`config.mk`:
```
export PLATFORM = sky130hd
export DESIGN_NAME = riscv_register_file_mp
export DESIGN_NICKNAME = d
export VERILOG_FILES = /design/src/rtl/riscv_register_file_mp.sv
export SDC_FILE = /design/constraint.sdc
export NUM_CORES = 2
export LEC_CHECK = 0
export BUFFER_PORTS_ARGS = -buffer_cell sky130_fd_sc_hd__clkbuf_2
export CAP_MARGIN = 10
export CORE_MARGIN = 2
export CORE_UTILIZATION = 58
export DETAILED_ROUTE_END_ITERATION = 10
export GPL_TIMING_DRIVEN = 0
export PLACE_DENSITY = 0.78
export SETUP_SLACK_MARGIN = 0.1
export SYNTH_ARGS = -nofsm -noshare
export SYNTH_HDL_FRONTEND = slang
export SYNTH_SLANG_ARGS = --single-unit
```
`constraint.sdc`:
```
create_clock -name clk -period 2 [get_ports clk]
set_input_delay 0.1 -clock clk [delete_from_list [all_inputs] [get_ports clk]]
set_output_delay 0.1 -clock clk [all_outputs]
set_load 0.005 [all_outputs]
```
`src/rtl/riscv_register_file_mp.sv`:
```
// Parametrised multi-port register file with busy scoreboard and optional read bypass.
// Optional word parity is enabled by defining RF_PARITY_EN.
module riscv_register_file_mp #(
    parameter int ADDR_WIDTH   = 6,
    parameter int DATA_WIDTH   = 32,
    parameter int FPU          = 0,
    parameter int ZFINX        = 0,
    parameter int N_RPORTS     = 3,
    parameter int N_WPORTS     = 2,
    parameter int WRITE_BYPASS = 1
) (
    input  logic                           clk,
    input  logic                           rst_n,
    input  logic                           test_en_i,
    input  logic [N_RPORTS*ADDR_WIDTH-1:0] raddr_i,
    output logic [N_RPORTS*DATA_WIDTH-1:0] rdata_o,
    output logic [N_RPORTS-1:0]            rbusy_o,
    input  logic [N_WPORTS*ADDR_WIDTH-1:0] waddr_i,
    input  logic [N_WPORTS*DATA_WIDTH-1:0] wdata_i,
    input  logic [N_WPORTS-1:0]            we_i,
    input  logic                           rsv_req_i,
    input  logic [ADDR_WIDTH-1:0]          rsv_addr_i,
    output logic                           rsv_gnt_o,
    input  logic                           par_inj_i,
    output logic [N_RPORTS-1:0]            perr_o
);

    localparam bit TWO_BANKS = (FPU != 0) && (ZFINX == 0);
    localparam int NUM_SLOTS = 2**ADDR_WIDTH;
    localparam logic [ADDR_WIDTH-1:0] IDX_MASK = {1'b0, {(ADDR_WIDTH-1){1'b1}}};

    logic [DATA_WIDTH-1:0] mem_reg [NUM_SLOTS];
    logic [NUM_SLOTS-1:0]  busy_reg;

    // With a single bank the bank-select bit folds onto the integer bank.
    function automatic logic [ADDR_WIDTH-1:0] phys_addr(input logic [ADDR_WIDTH-1:0] a);
        return TWO_BANKS ? a : (a & IDX_MASK);
    endfunction

    logic [ADDR_WIDTH-1:0] wphys [N_WPORTS];
    logic [N_WPORTS-1:0]   wvalid;
    logic [ADDR_WIDTH-1:0] rsv_phys;

    generate
        for (genvar gi = 0; gi < N_WPORTS; gi++) begin : g_wport
            assign wphys[gi]  = phys_addr(waddr_i[gi*ADDR_WIDTH +: ADDR_WIDTH]);
            assign wvalid[gi] = we_i[gi] && (wphys[gi] != '0);
        end
    endgenerate

    assign rsv_phys  = phys_addr(rsv_addr_i);
    assign rsv_gnt_o = rsv_req_i & ~busy_reg[rsv_phys];

    // Ascending port order makes the highest-index port win a collision;
    // the reservation set comes last so it beats a same-cycle write clear.
    always_ff @(posedge clk or negedge rst_n) begin
        if (!rst_n) begin
            for (int i = 0; i < NUM_SLOTS; i++) begin
                mem_reg[i] <= '0;
            end
            busy_reg <= '0;
        end else begin
            for (int p = 0; p < N_WPORTS; p++) begin
                if (wvalid[p]) begin
                    mem_reg[wphys[p]]  <= wdata_i[p*DATA_WIDTH +: DATA_WIDTH];
                    busy_reg[wphys[p]] <= 1'b0;
                end
            end
            if (rsv_gnt_o && (rsv_phys != '0)) begin
                busy_reg[rsv_phys] <= 1'b1;
            end
        end
    end

`ifdef RF_PARITY_EN
    logic [NUM_SLOTS-1:0] par_reg;

    always_ff @(posedge clk or negedge rst_n) begin
        if (!rst_n) begin
            par_reg <= '0;
        end else begin
            for (int p = 0; p < N_WPORTS; p++) begin
                if (wvalid[p]) begin
                    par_reg[wphys[p]] <= (^wdata_i[p*DATA_WIDTH +: DATA_WIDTH]) ^ par_inj_i;
                end
            end
        end
    end
`endif

    generate
        for (genvar gi = 0; gi < N_RPORTS; gi++) begin : g_rport
            logic [ADDR_WIDTH-1:0] rphys;
            logic [DATA_WIDTH-1:0] rd_next;
            logic                  rb_next;
            logic                  pe_next;

            always_comb begin
                rphys   = phys_addr(raddr_i[gi*ADDR_WIDTH +: ADDR_WIDTH]);
                rd_next = mem_reg[rphys];
                rb_next = busy_reg[rphys];
`ifdef RF_PARITY_EN
                pe_next = ^{mem_reg[rphys], par_reg[rphys]};
`else
                pe_next = 1'b0;
`endif
                if (rphys == '0) begin
                    rd_next = '0;
                    pe_next = 1'b0;
                end
                if (WRITE_BYPASS != 0) begin
                    for (int p = 0; p < N_WPORTS; p++) begin
                        if (wvalid[p] && (wphys[p] == rphys)) begin
                            rd_next = wdata_i[p*DATA_WIDTH +: DATA_WIDTH];
                            rb_next = 1'b0;
                            pe_next = 1'b0;
                        end
                    end
                end
            end

            assign rdata_o[gi*DATA_WIDTH +: DATA_WIDTH] = rd_next;
            assign rbusy_o[gi] = rb_next;
            assign perr_o[gi]  = pe_next;
        end
    endgenerate

    logic unused_ok;
    assign unused_ok = ^{test_en_i, par_inj_i};

endmodule

```
==> flow_summary_export.csv, run 1 <==
group,metric,value,unit
placement,placed_cell_area,80420,sq um
synthesis,yosysMostFrequentCell,"dfrtp_1",
synthesis,yosysSeqAreaShare,34.49,%
global_routing,grt-ovfl-total,2,
floorplanning,ios,210,
synthesis,synth.area.top_cells,"dfrtp_1, mux4_2, mux2i_1",
synthesis,ys_warn_count,0,
floorplanning,placement_rows,133,
placement,dp_hpwl,394200,microns
synthesis,syn_area,76620,sq um
placement,routabilityCongestion,1.314,
global_routing,grt_max_degree,115,
clock_network,numCtsBuffers,119,
synthesis,synth_top_area_share,34.49,%
global_routing,grtUsageTotal,80.41,%
floorplanning,initial_core_util,58.36,%
synthesis,synthFlopType,"dfrtp_1",
synthesis,synth_edf_count,0,
clock_network,clockRootBuffer,"clkbuf_16",
clock_network,htreeDepth,3,
synthesis,netlist_instances,7375,
synthesis,yosys.area.top_type,"dfrtp_1",
clock_network,clock_sinks,1056,
placement,place_ws,-2.714,ns
placement,portBuffers,136,
synthesis,syn_avg_cell_area,10.39,sq um
synthesis,synthArstFlopShare,100.0,%
run_status,status,"aborted with a tool error",
clock_network,clockBufferDepth,3,
floorplanning,chipHeight,367.5,microns
synthesis,synth_common_cells,"dfrtp_1, mux2i_1, nor2_1",
synthesis,ys_ff_latch,1056,
run_status,haltStage,"global routing",
placement,dp.cells,9307,
synthesis,synth_cell_types,56,
floorplanning,die_x,367.5,microns
run_status,firstError,"[ERROR GRT-0232] Routing congestion too high. Check the congestion heatmap in the GUI.",
## per-layer routing
metal,overflow,GRT usage [%]
met1,1,81.64
met2,1,90.73
met3,0,71.74
met4,0,74.68
met5,0,56.05
## stage by stage
step | util [%] | setup TNS, ns
2_1_floorplan | - | 0
3_5_place_dp | 61.25 | -1486.12
3_3_place_gp | 60.64 | -
4_1_cts | 68.57 | -276.53
## what timing repair did
action	in CTS
hold buffers	51
endpoints found under the hold margin	243
gates cloned	0
pin swaps	147
resized for setup	1107
endpoints found under the setup margin	1065
setup buffers	80
## kinds of logic after synthesis
family,synth area share [%]
DFF,34.49
and+or+nand+nor,9.654
buffers and inverters,5.671
AOI/OAI and AO/OA,12.23
muxes,37.61
xor gates and xnor gates,0.3429
other,0.004894
==> run 2: changes to the inputs <==
- CORE_UTILIZATION: 58 -> 40
- PLACE_DENSITY: 0.78 -> unset
- PLACE_DENSITY_LB_ADDON: unset -> 0.15
- SETUP_SLACK_MARGIN: 0.1 -> unset
- clock period: 2 -> 2.6 ns (I/O delays scaled with it)
==> run 2 against run 1 <==
Compared with the run above: the flow now finishes, with violations (hold timing, capacitance limit, slew limit, setup timing); area after synthesis stayed put; synthesized cell count unchanged.
==> flow_summary_export.csv, run 2 <==
group,metric,value,unit
timing,worst_pin_slew,1.546,ns
finish,final_cell_mix,"dfrtp_1, nor2_1, mux2i_1",
clock_network,cts_tree,"done",
global_routing,grt_max_degree,102,
timing,setup_viol,228,
critical_path,end_kind,"output port",
drt,avgRoutedWirePerCell,55.49,microns
power,power_density,788.8,nW/um^2
timing,drv_slew,21,
run_status,status,"complete, but fails checks",
run,maxCapViolations,3,
finish,layout-drive-gt1-share,29.78,%
placement,dp_hpwl,453000,microns
finish,n_fill_cell,17487,
global_routing,antenna_found_initial,40,
synthesis,ys_ff_latch,1056,
placement,place_ws,-2.682,ns
clock_network,htreeDepth,4,
timing,slew_headroom,-3.043,%
synthesis,synth_top_area_share,34.49,%
synthesis,yosysMostFrequentCell,"dfrtp_1",
finish,layout_commonest_cell,"dfrtp_1",
synthesis,synthArstFlopShare,100.0,%
placement,routabilityCongestion,1.178,
min_path,hold_class,"in2reg",
clock_network,path_clk_slew,0.06,ns
clock_network,clockBufferDepth,3,
synthesis,synth_cell_types,56,
synthesis,syn_area,76620,sq um
critical_path,worstPathRequired,2.47,ns
timing,hold-worst-slack,-0.03137,ns
synthesis,synth_common_cells,"dfrtp_1, mux2i_1, nor2_1",
placement,portBuffers,136,
synthesis,yosys.area.top_type,"dfrtp_1",
finish,fin_cells,10502,
timing,grt_setup_unrepaired,"true",
placement,dp.cells,10080,
power,vdd_drop_max,0.7214,mV
synthesis,synthFlopType,"dfrtp_1",
global_routing,grtUsageTotal,58.14,%
critical_path,path_max_fanout,10,
drt,routed_wirelength,582700,microns
synthesis,synth.area.top_cells,"dfrtp_1, mux4_2, mux2i_1",
critical_path,path_class,"in2out",
timing,hold_viol,3,
placement,placed_cell_area,81560,sq um
timing,fmax,283.1,MHz
finish,fin_util,49.56,%
synthesis,syn_avg_cell_area,10.39,sq um
critical_path,rrSetupSlack,-0.07,ns
timing,fin_crit,3.533,ns
timing,finalCritPeriodShare,135.9,%
floorplanning,placement_rows,160,
finish,fin_nets,7955,
drt,final_antenna_net_count,0,
synthesis,netlist_instances,7375,
timing,final.setup.worst_slack,-0.9329,ns
floorplanning,die_x,441.7,microns
power,p_leak,0.03668,uW
timing,finClkSkew,0.02882,ns
floorplanning,die-area,195100,sq um
finish,synthToLayoutAreaGrowth,23.00,%
drt,drc,0,
critical_path,cp-start-kind,"input pin",
synthesis,yosysSeqAreaShare,34.49,%
global_routing,grt_pass1_wl,739000,microns
run_status,violations,"hold timing, capacitance limit, slew limit, setup timing",
critical_path,cp.arrival,3.40,ns
drt,drt_iter0_drc,15316,
clock_network,clk_latency,0.88,ns
floorplanning,chipHeight,441.7,microns
floorplanning,initial_core_util,40.29,%
synthesis,ys_warn_count,0,
drt,num_vias,80638,
power,total_power,74340,uW
floorplanning,ios,210,
floorplanning,design.core.area,190200,sq um
finish,design_area,94250,sq um
synthesis,synth_edf_count,0,
drt,via_per_inst,7.678,
clock_network,clock_sinks,1056,
finish,largest_reg_flops,1024,
clock_network,numCtsBuffers,137,
global_routing,grt-ovfl-total,0,
clock_network,clockRootBuffer,"clkbuf_16",
global_routing,grt_pass1_vias,72499,
drt,first_pass_iters,9,
-- run 2: cell counts after synthesis --
Identical to the previous run, type by type.
-- run 2: power breakdown --
group / internal, uW / switching, uW / total, uW / leakage [uW]
registers: 20700 / 5980 / 26600 / 0.0129
logic: 12200 / 15000 / 27200 / 0.0215
clock network: 11600 / 8950 / 20500 / 0.00226
-- run 2: worst paths after layout --
kind                               start            end  cells past startpoint
max in group asynchronous          rst_n  mem_reg[1879]                      9
min reg2reg                mem_reg[2038]  mem_reg[2038]                      1
max                          raddr_i[15]    rdata_o[88]                      7
min in group asynchronous          rst_n  mem_reg[1644]                      6
min                          wdata_i[32]  mem_reg[1472]                      4
max reg2reg                  busy_reg[7]   busy_reg[23]                      9
-- run 2: cells by family (layout without fill, tap and decap cells) --
group                  after synthesis  count (layout)  share of synthesized area [%]
AO/OA/AOI/OAI                     1578            1578                          12.23
XOR/XNOR                            30              30                         0.3429
buffers and inverters             1038            1613                          5.671
flip-flops                        1056            1056                          34.49
multiplexers                      1844            1844                          37.61
other                                1              42                       0.004894
AND/OR/NAND/NOR                   1828            1828                          9.654
-- run 2: through the flow --
stage	hold slack, ns	setup TNS, ns
final	-0.03137	-59.38
after global routing	0.02494	-38.59
after CTS	0.006775	-37.41
after detailed placement	0.2469	-918.58
after global placement	0.4719	-
after floorplan	-0.1656	0
-- run 2: cell type report --
class | instances | area [sq um] | share of cell area [%]
timing repair buffer | 337 | 3171 | 3.364
inverter | 68 | 255.2 | 0.2708
clock inverter | 41 | 498.0 | 0.5284
sequential | 1056 | 26500 | 28.12
tap | 2511 | 3142 | 3.333
buffer | 965 | 5697 | 6.044
clock buffer | 202 | 4099 | 4.349
antenna | 39 | 97.59 | 0.1035
multi-input combinational | 5283 | 50790 | 53.89
-- run 2: timing repair --
| action | CTS | global route |
|---|---|---|
| hold buffers | 57 | 0 |
| endpoints found under the hold margin | 293 | 0 |
| buffers inserted | 41 | 32 |
| cloned | 0 | 1 |
| setup endpoints to repair | 372 | 395 |
| gates resized for setup | 1133 | 384 |
| pin swaps | 177 | 141 |
-- run 2: metal layers --
metal	global-route usage, %	up-vias	part of all wire [%]
li1	-	28569	-
met1	66.86	40622	33
met2	77.08	8658	39
met3	31.40	2751	16
met4	51.65	38	12
met5	2.418	-	0.19
-- run 2: worst max-delay path: stages --
cell and delay [ns]:
clkbuf_2 0.18, clkbuf_2 0.63, clkbuf_1 1.15, nor2_2 0.13, o2111ai_4 0.33, nand4_1 0.50, buf_2 0.31
No activity file was read; power rests on OpenSTA's default activity.
